File: config.mk
export PLATFORM = sky130hd
export DESIGN_NAME = viterbi_frame_arbiter
export DESIGN_NICKNAME = d
export VERILOG_FILES = /design/src/rtl/viterbi_frame_arbiter.sv
export SDC_FILE = /design/constraint.sdc
export NUM_CORES = 1
export LEC_CHECK = 0
export ABC_CLOCK_PERIOD_IN_PS = 2620
export BUFFER_PORTS_ARGS = -buffer_cell sky130_fd_sc_hd__clkbuf_2
export CORE_ASPECT_RATIO = 0.6
export CORE_MARGIN = 2
export CORE_UTILIZATION = 46
export DETAILED_ROUTE_END_ITERATION = 7
export PLACE_DENSITY = 0.8
export SLEW_MARGIN = 10
export SYNTH_ARGS = -nofsm -noshare
export SYNTH_HDL_FRONTEND = slang
export SYNTH_SLANG_ARGS = --single-unit
export TNS_END_PERCENT = 100
File: constraint.sdc
create_clock -name clk -period 2.62 [get_ports clk]
set_input_delay 0.655 -clock clk [delete_from_list [all_inputs] [get_ports clk]]
set_output_delay 0.655 -clock clk [all_outputs]
set_load 0.05 [all_outputs]
File: src/rtl/viterbi_frame_arbiter.sv
// Frame-granular round-robin arbiter that shares one Viterbi decode chain between NUM_CH requesters.
// Decoded bytes are tagged with their source channel through an in-order tag FIFO of granted frames.
module viterbi_frame_arbiter #(
    parameter int NUM_CH      = 4,
    parameter int FRAME_WORDS = 8,
    parameter int TAG_DEPTH   = 4,
    localparam int CH_W       = (NUM_CH > 1) ? $clog2(NUM_CH) : 1
) (
    input  logic                   clk,
    input  logic                   rst,
    input  logic [NUM_CH-1:0]      ch_valid_i,
    input  logic [16*NUM_CH-1:0]   ch_data_i,
    output logic [NUM_CH-1:0]      ch_ready_o,
    output logic                   dvalid_o,
    output logic [15:0]            data_o,
    input  logic                   busy_i,
    input  logic                   dec_valid_i,
    input  logic [7:0]             dec_data_i,
    output logic                   out_valid_o,
    output logic [7:0]             out_data_o,
    output logic [CH_W-1:0]        out_ch_o,
    output logic                   out_last_o,
    output logic [CH_W-1:0]        active_ch_o,
    output logic                   err_o
);

    localparam int CNT_W = $clog2(FRAME_WORDS + 1);
    localparam int PTR_W = (TAG_DEPTH > 1) ? $clog2(TAG_DEPTH) : 1;
    localparam int OCC_W = $clog2(TAG_DEPTH + 1);

    localparam logic [1:0] S_IDLE   = 2'd0;
    localparam logic [1:0] S_GRANT  = 2'd1;
    localparam logic [1:0] S_STREAM = 2'd2;

    logic [1:0]       state_q, state_d;
    logic [CH_W-1:0]  active_q, active_d;
    logic [CH_W-1:0]  last_q, last_d;
    logic [CNT_W-1:0] wordCnt_q, wordCnt_d;
    logic [CNT_W-1:0] byteCnt_q;

    logic [CH_W-1:0]  tagMem_q [TAG_DEPTH];
    logic [PTR_W-1:0] wrPtr_q, rdPtr_q;
    logic [OCC_W-1:0] tagCnt_q;

    logic             outValid_q, outLast_q, err_q;
    logic [7:0]       outData_q;
    logic [CH_W-1:0]  outCh_q;

    logic [CH_W-1:0]  grantSel, scanIdx;
    logic             grantFound;
    logic             streaming, xfer, lastWord, lastByte;
    logic             tagFull, tagEmpty, tagPush, tagPop;

    // Scan last+1, last+2, ... so the most recently served channel has the lowest priority.
    always_comb begin
        grantSel   = CH_W'((int'(last_q) + 1) % NUM_CH);
        grantFound = 1'b0;
        scanIdx    = '0;
        for (int i = 1; i <= NUM_CH; i++) begin
            scanIdx = CH_W'((int'(last_q) + i) % NUM_CH);
            if (!grantFound && ch_valid_i[scanIdx]) begin
                grantSel   = scanIdx;
                grantFound = 1'b1;
            end
        end
    end

    assign streaming = (state_q == S_STREAM);
    assign xfer      = streaming && ch_valid_i[active_q] && !busy_i;
    assign lastWord  = (wordCnt_q == CNT_W'(FRAME_WORDS - 1));
    assign lastByte  = (byteCnt_q == CNT_W'(FRAME_WORDS - 1));
    assign tagFull   = (tagCnt_q == OCC_W'(TAG_DEPTH));
    assign tagEmpty  = (tagCnt_q == '0);
    assign tagPush   = (state_q == S_GRANT);
    assign tagPop    = dec_valid_i && !tagEmpty && lastByte;

    always_comb begin
        ch_ready_o = '0;
        if (streaming) begin
            ch_ready_o[active_q] = !busy_i;
        end
    end

    assign dvalid_o = xfer;
    assign data_o   = streaming ? ch_data_i[{active_q, 4'b0000} +: 16] : 16'h0000;

    always_comb begin
        state_d   = state_q;
        active_d  = active_q;
        last_d    = last_q;
        wordCnt_d = wordCnt_q;
        case (state_q)
            S_IDLE: begin
                if ((|ch_valid_i) && !tagFull) begin
                    state_d = S_GRANT;
                end
            end
            S_GRANT: begin
                active_d  = grantSel;
                last_d    = grantSel;
                wordCnt_d = '0;
                state_d   = S_STREAM;
            end
            S_STREAM: begin
                if (xfer) begin
                    if (lastWord) begin
                        wordCnt_d = '0;
                        state_d   = S_IDLE;
                    end else begin
                        wordCnt_d = wordCnt_q + CNT_W'(1);
                    end
                end
            end
            default: state_d = S_IDLE;
        endcase
    end

    always_ff @(posedge clk) begin
        if (rst) begin
            state_q   <= S_IDLE;
            active_q  <= '0;
            last_q    <= CH_W'(NUM_CH - 1);
            wordCnt_q <= '0;
        end else begin
            state_q   <= state_d;
            active_q  <= active_d;
            last_q    <= last_d;
            wordCnt_q <= wordCnt_d;
        end
    end

    always_ff @(posedge clk) begin
        if (tagPush) begin
            tagMem_q[wrPtr_q] <= grantSel;
        end
    end

    // A simultaneous grant push and last-byte pop leaves the occupancy unchanged.
    always_ff @(posedge clk) begin
        if (rst) begin
            wrPtr_q  <= '0;
            rdPtr_q  <= '0;
            tagCnt_q <= '0;
        end else begin
            if (tagPush) begin
                wrPtr_q <= (wrPtr_q == PTR_W'(TAG_DEPTH - 1)) ? '0 : wrPtr_q + PTR_W'(1);
            end
            if (tagPop) begin
                rdPtr_q <= (rdPtr_q == PTR_W'(TAG_DEPTH - 1)) ? '0 : rdPtr_q + PTR_W'(1);
            end
            if (tagPush && !tagPop) begin
                tagCnt_q <= tagCnt_q + OCC_W'(1);
            end else if (!tagPush && tagPop) begin
                tagCnt_q <= tagCnt_q - OCC_W'(1);
            end
        end
    end

    always_ff @(posedge clk) begin
        if (rst) begin
            outValid_q <= 1'b0;
            outData_q  <= '0;
            outCh_q    <= '0;
            outLast_q  <= 1'b0;
            byteCnt_q  <= '0;
            err_q      <= 1'b0;
        end else begin
            outValid_q <= 1'b0;
            outLast_q  <= 1'b0;
            if (dec_valid_i) begin
                if (!tagEmpty) begin
                    outValid_q <= 1'b1;
                    outData_q  <= dec_data_i;
                    outCh_q    <= tagMem_q[rdPtr_q];
                    outLast_q  <= lastByte;
                    byteCnt_q  <= lastByte ? '0 : byteCnt_q + CNT_W'(1);
                end else begin
                    err_q <= 1'b1;
                end
            end
        end
    end

    assign out_valid_o = outValid_q;
    assign out_data_o  = outData_q;
    assign out_ch_o    = outCh_q;
    assign out_last_o  = outLast_q;
    assign active_ch_o = active_q;
    assign err_o       = err_q;

endmodule

# == Word-level counts from Yosys, hierarchy flattened ==
# Memories as Yosys holds them, arrays and structs flattened. A register that Yosys moved wholly into a read port is not among the register bits.
# Cells that the tools add are included.
# totals
ff_bits,32
latch_bits,0
ramBits,8
rom_bits,0
in_bits,80
out_inout_bits,36
elab_cells,108
mem_count,1
# mem_list
memory,words,width,read_ports,rd_ports_with_merged_regs,write_ports,line,source
tagMem_q,4,2,1,1,1,41,logic [CH_W-1:0] tagMem_q [TAG_DEPTH];
# op_classes
add_sub_neg,10
n_mul,0
div,0
n_lt_le_gt_ge,6
eq_ne,10
shift,1
muxes,35
n_bitwise,3
reduce_logical,30
# ops
cell,n
$shiftx A64 B7 Y16,1
$mux W16,1
$mux W2,8
$mux W4,4
$lt A2 B3 Y1 const B,5
$mux W1,12
$logic_and A1 B1 Y1,11
$bmux W1 S2,5
$add A2 B1 Y2 const B,4
$add A4 B1 Y4 const B,2
$eq A4 B3 Y1 const B,2
$logic_not A1 Y1,8
$pmux W4 S2,1
$eq A2 B2 Y1 const B,3
$mux W3,2
$pmux W2 S3,1
$reduce_and A2 Y1,3
$add A2 B2 Y2 const B,2
$and A4 B4 Y4,1
$ne A2 B2 Y1 const B,2
$reduce_bool A2 Y1,2
$reduce_or A4 Y1,1
$add A3 B1 Y3 const B,1
$eq A3 B3 Y1 const B,1
other kinds (11),12

# == Depth between registers and ports, before layout ==
# depth
word_depth,13
depth_mapped,10
mapped_depth_nobuf,8

# == Worst setup path before layout ==
# No wires, ideal clock.
# synth_timing
path_kind,reg-to-output
from,reg active_q[0] (netlist: active_ch_o[0])
to,out ch_ready_o[0]
arrival_time_ps,2334
required_time_ps,1965
setup_slack_ps,-369
stages_incl_launch_ff,3
path_buffers,1
path_cell_list,dfxtp_1 > buf_2 > nor4_1
# synth_between
elab_chain_len,6
elab_cells_between_ends,7
cone_classes,2 x order compare; 3 x mux; 1 x bitwise; 1 x reduce/logical
# synth_rtl
item,line,source
from (decl),36,"logic [CH_W-1:0] active_q, active_d;"
from (signal assigned),126,active_q <= active_d;
$lt A2 B3 Y1 (not written as such) / $ge A2 B1 Y1 (equally long branches),80,ch_ready_o[active_q] = !busy_i;
$logic_and A1 B1 Y1 (not written as such),80,
$mux W1 (not written as such),80,
$demux W1 S2 (*),80,
$and A4 B4 Y4 (no source line) (*),-,
$mux W4 (*),79,if (streaming) begin
to (decl),13,"output logic [NUM_CH-1:0] ch_ready_o,"
# Every way passes the cells marked *; elsewhere a longest branch is shown, timed or not.

# == Final worst setup path ==
# layout_timing
from,reg active_q[0] (netlist: active_ch_o[0])
to,out data_o[4]
# layout_between
elab_chain_len,2
# layout_rtl
item,line,source
$shiftx A64 B7 Y16,85,"assign data_o = streaming ? ch_data_i[{active_q, 4'b0000} +: 16] : 16'h0000;"
$mux W16,85,
to (decl),15,"output logic [15:0] data_o,"
# Every way passes these cells.

==> reports/qor_table.md <==
| Item | Value |
| --- | --- |
| Clock root buffer | sky130_fd_sc_hd__clkbuf_8 |
| Die outline height | 59.76 um |
| Via Count | 2248 |
| Wire length of the first global-routing pass | 10090 um |
| Antenna diodes | 0 |
| Initial standard-cell utilization of the core | 47.39% |
| Detailed Route WL | 5922 um |
| Cell count after synthesis | 244 |
| CP Class | reg2out |
| Data required time at the worst endpoint | 1970 ps |
| Worst-Margin Slew | 479.1 ps |
| Antenna violations before repair | 0 |
| Synth Net Count | 333 |
| Clock network latency to the later pin of the worst-skew pair | 290 ps |
| CTS clk-pin slew, worst paths | 70 ps |
| Final hold violation count | 0 |
| Area inside the core boundary | 0.005030 mm^2 |
| Total Power | 2.729 mW |
| Fin crit share | 94.57% |
| Adder and majority cell fraction of the synthesized area | 5.039% |
| Max-slew violations | 0 |
| LEAKAGE | 1.509 nW |
| Clock tree from TritonCTS | done |
| Final setup violating endpoints | 0 |
| Width of the chip | 96.93 um |
| Global Route Usage Sum | 21.59% |
| Post-DR vias/cell | 5.277 |
| Final routed wire length divided by cell count | 13.90 um |
| Critical path capture point type | output port |
| Floorplan row count | 20 |
| Peak supply drop | 503.7 uV |
| Post-synthesis compound-gate area fraction | 9.501% |
| Clock Sink Count | 42 |
| Combinational family with the most area after synthesis | simple AND/OR/NAND/NOR gates |
| Critical path cell sequence | buf_12 -> mux4_2 -> and3_1 -> clkbuf_2 |
| Power per Cell Area | 865.1 mW/mm^2 |
| Full die area | 0.005793 mm^2 |
| Synthesis-to-finish area growth | 32.34% |
| Max-cap violation count | 0 |
| Final critical-path required period | 2478 ps |
| # Post-CTS Setup Buffers | 0 |
| Remaining design rule violation count | 0 |
| TritonRoute pass-1 iters | 4 |
| Average footprint of a synthesized cell | 9.769 um^2 |
| Area share of and/or/nand/nor cells after synthesis | 21.36% |
| Cts hold-fix bufs | 0 |
| Pin count of the biggest net entering global routing | 37 |
| Biggest area consumer among synthesized cells | sky130_fd_sc_hd__dfxtp_1 |
| Post-synthesis instance area | 0.002384 mm^2 |
| Maximum level of the CTS H-tree | 2 |
| Crit path largest cell delay | 530 ps |
| Worst Hold Class | reg2reg |
| Max Buffers Root-to-Sink | 2 |
| RSZ-0062 raised after global routing | false |
| Cell with the largest stage delay on the worst path | sky130_fd_sc_hd__mux4_2 |
| Nets | 448 |
| Final worst clock skew | 1.587 ps |
| Number of global-route vias before repair | 2143 |
| Count of buffers from port buffering | 115 |
| Top-Level Pins | 116 |
| Setup TNS | 0 ps |
| Outcome | finished, final reports clean |
| Share of post-route cells with drive strength above 1 | 43.33% |
| Post-DP HPWL | 4583 um |
| Gr ovfl total | 0 |
| Type of element launching the critical path | flop |
| Flip-flop and latch count after synthesis | 42 |
| Xor and xnor fraction of the mapped netlist area | 1.837% |
| Highest clock frequency the design can meet | 0.4036 GHz |
| Data arrival, critical path | 1820 ps |
| Largest fanout on the critical path | 23 |
| Number of distinct library cells after synthesis | 40 |
| First DRT Iteration DRCs | 103 |
| Antenna violation net count after detailed routing | 0 |
| Sequential area share after synthesis | 38.64% |
| Relative slew slack | 68.02% |
| Share of Yosys cell area claimed by the top area cell type | 28.56% |
| Post_cts resized | 0 |
| Total CTS buffers | 5 |
| Final RePlAce weighted congestion | 0.8715 |
| Cells taking the most area after synthesis | sky130_fd_sc_hd__dfxtp_1 29%, sky130_fd_sc_hd__mux4_2 18%, sky130_fd_sc_hd__edfxtp_1 10% |
| Multiplexer area fraction after synthesis | 19.27% |
| Ys Warns | 0 |
==> flip-flops by register name, summed over array words and instances, names as in the netlist, 3 cells and up <==
register	flops
tagMem_q	8
byteCnt_q	4
tagCnt_q	3
wordCnt_q	4
out_data_o	8
==> cells in the final DEF (no fill, tap or decap), types with 2 or more instances in the layout <==
cell / synthesis / final
sky130_fd_sc_hd__buf_4: 0 / 7
sky130_fd_sc_hd__and2_1: 4 / 4
sky130_fd_sc_hd__inv_1: 9 / 9
sky130_fd_sc_hd__o21ai_1: 2 / 2
sky130_fd_sc_hd__nor2_1: 23 / 23
sky130_fd_sc_hd__clkbuf_8: 0 / 5
sky130_fd_sc_hd__and3_1: 17 / 17
sky130_fd_sc_hd__dfxtp_1: 34 / 34
sky130_fd_sc_hd__mux2i_1: 2 / 2
sky130_fd_sc_hd__clkbuf_2: 0 / 114
sky130_fd_sc_hd__nand2_1: 34 / 34
sky130_fd_sc_hd__a21oi_1: 21 / 21
sky130_fd_sc_hd__inv_2: 2 / 2
sky130_fd_sc_hd__xor2_1: 3 / 3
sky130_fd_sc_hd__edfxtp_1: 8 / 8
sky130_fd_sc_hd__o211ai_1: 2 / 2
sky130_fd_sc_hd__o221ai_1: 2 / 2
sky130_fd_sc_hd__mux4_2: 19 / 19
sky130_fd_sc_hd__or3_1: 5 / 5
sky130_fd_sc_hd__a221oi_1: 2 / 2
sky130_fd_sc_hd__xnor2_1: 2 / 2
sky130_fd_sc_hd__nand3_1: 9 / 9
sky130_fd_sc_hd__buf_12: 0 / 2
sky130_fd_sc_hd__a211oi_1: 2 / 2
sky130_fd_sc_hd__nor3_1: 3 / 3
sky130_fd_sc_hd__ha_1: 8 / 8
==> layout make-up <==
type                            count  area [um^2]
Timing Repair Buffer              123        663.1
Clock inverter                      2        8.758
Fill cell                         429         1876
Clock buffer                        6        72.57
Sequential cell                    42        920.9
Inverter                           11        41.29
Tap cell                           66        82.58
Multi-Input combinational cell    176         1365
==> power breakdown <==
group	switching (mW)	internal [mW]	total [mW]
combinational	0.886	0.527	1.41
sequential	0.119	0.801	0.921
clock	0.212	0.183	0.395
==> final timing paths <==
path | cells past startpoint | slack [ps] | endpoint | startpoint
worst min register to register | 2 | 450 | out_data_o[0]$_SDFFE_PP0P_ | out_data_o[0]$_SDFFE_PP0P_
worst min-delay path | 2 | 450 | out_data_o[0]$_SDFFE_PP0P_ | out_data_o[0]$_SDFFE_PP0P_
worst max-delay path | 4 | 140 | data_o[4] | active_ch_o[0]$_SDFFE_PP0P_
worst max register to register | 8 | 490 | tagCnt_q[2]$_SDFFE_PP0P_ | tagCnt_q[0]$_SDFFE_PP0P_
==> per-layer routing <==
metal  global-route usage [%]  vias to the layer above  wire, um
met5                        0                        -         0
met4                    5.433                        0        85
met3                    5.731                        9       278
met2                    35.71                       63      2814
met1                    28.85                     1055      2743
li1                         -                     1121         -
==> synth_stat cells <==
| library cell | number |
|---|---|
| sky130_fd_sc_hd__xor2_1 | 3 |
| sky130_fd_sc_hd__and3_1 | 17 |
| sky130_fd_sc_hd__edfxtp_1 | 8 |
| sky130_fd_sc_hd__fa_1 | 1 |
| sky130_fd_sc_hd__nand4_1 | 1 |
| sky130_fd_sc_hd__nand2_1 | 34 |
| sky130_fd_sc_hd__inv_1 | 9 |
| sky130_fd_sc_hd__buf_2 | 5 |
| sky130_fd_sc_hd__nand4b_2 | 1 |
| sky130_fd_sc_hd__o2bb2ai_1 | 1 |
| sky130_fd_sc_hd__nor4_1 | 2 |
| sky130_fd_sc_hd__buf_1 | 1 |
| sky130_fd_sc_hd__nand3_1 | 9 |
| sky130_fd_sc_hd__mux4_2 | 19 |
| sky130_fd_sc_hd__dfxtp_1 | 34 |
| sky130_fd_sc_hd__nand4b_1 | 1 |
| sky130_fd_sc_hd__nor3b_2 | 1 |
| sky130_fd_sc_hd__o31a_1 | 1 |
| sky130_fd_sc_hd__ha_1 | 8 |
| sky130_fd_sc_hd__a211oi_1 | 2 |
| sky130_fd_sc_hd__a22oi_1 | 1 |
| sky130_fd_sc_hd__or3_1 | 5 |
| sky130_fd_sc_hd__inv_2 | 2 |
| sky130_fd_sc_hd__o21ai_0 | 1 |
| sky130_fd_sc_hd__o211ai_1 | 2 |
| sky130_fd_sc_hd__nand2b_1 | 1 |
| sky130_fd_sc_hd__xnor2_1 | 2 |
| sky130_fd_sc_hd__mux2_2 | 1 |
| sky130_fd_sc_hd__a221oi_1 | 2 |
| sky130_fd_sc_hd__clkbuf_1 | 9 |
| sky130_fd_sc_hd__o221ai_1 | 2 |
| sky130_fd_sc_hd__o31ai_1 | 1 |
| sky130_fd_sc_hd__nor2_1 | 23 |
| sky130_fd_sc_hd__and2_1 | 4 |
| sky130_fd_sc_hd__o21ai_1 | 2 |
| sky130_fd_sc_hd__mux2i_1 | 2 |
| sky130_fd_sc_hd__a21oi_1 | 21 |
| sky130_fd_sc_hd__nor3_1 | 3 |
| sky130_fd_sc_hd__nand2_4 | 1 |
| sky130_fd_sc_hd__a21oi_2 | 1 |
==> worst max-delay path: cells and delay by family, from the launching register on <==
family,cells,cell delay (ps)
buffers and inverters,2,430
flip-flops,1,360
multiplexers,1,530
AND/OR/NAND/NOR,1,210
==> logic make-up (layout without fill, tap and decap cells) <==
| kind of cell | count (synthesis) | count (layout) |
|---|---|---|
| flip-flops | 42 | 42 |
| multiplexers | 22 | 22 |
| adder cells (fa/ha/maj) | 9 | 9 |
| buffers and inverters | 26 | 142 |
| AND/OR/NAND/NOR | 103 | 103 |
| XOR/XNOR | 5 | 5 |
| AO/OA/AOI/OAI | 37 | 37 |
==> through the flow <==
| step | setup slack [ps] | cells | hold WS, ps | util (%) | cell area, um^2 |
|---|---|---|---|---|---|
| 6_report | 142.2 | 426 | 454.9 | 62.71 | 3154 |
| 4_1_cts | 138.3 | 426 | 459.3 | 62.71 | 3154 |
| 2_1_floorplan | 13.22 | 244 | 440.5 | - | 2390 |
| 3_5_place_dp | 305.2 | 418 | 448.9 | 61.09 | 3073 |
| 5_1_grt | 87.91 | 426 | 486.1 | 62.71 | 3154 |
| 3_3_place_gp | 321.1 | 418 | 441.6 | 61.09 | 3073 |
Note: power is estimated with default switching activity, not from simulation.
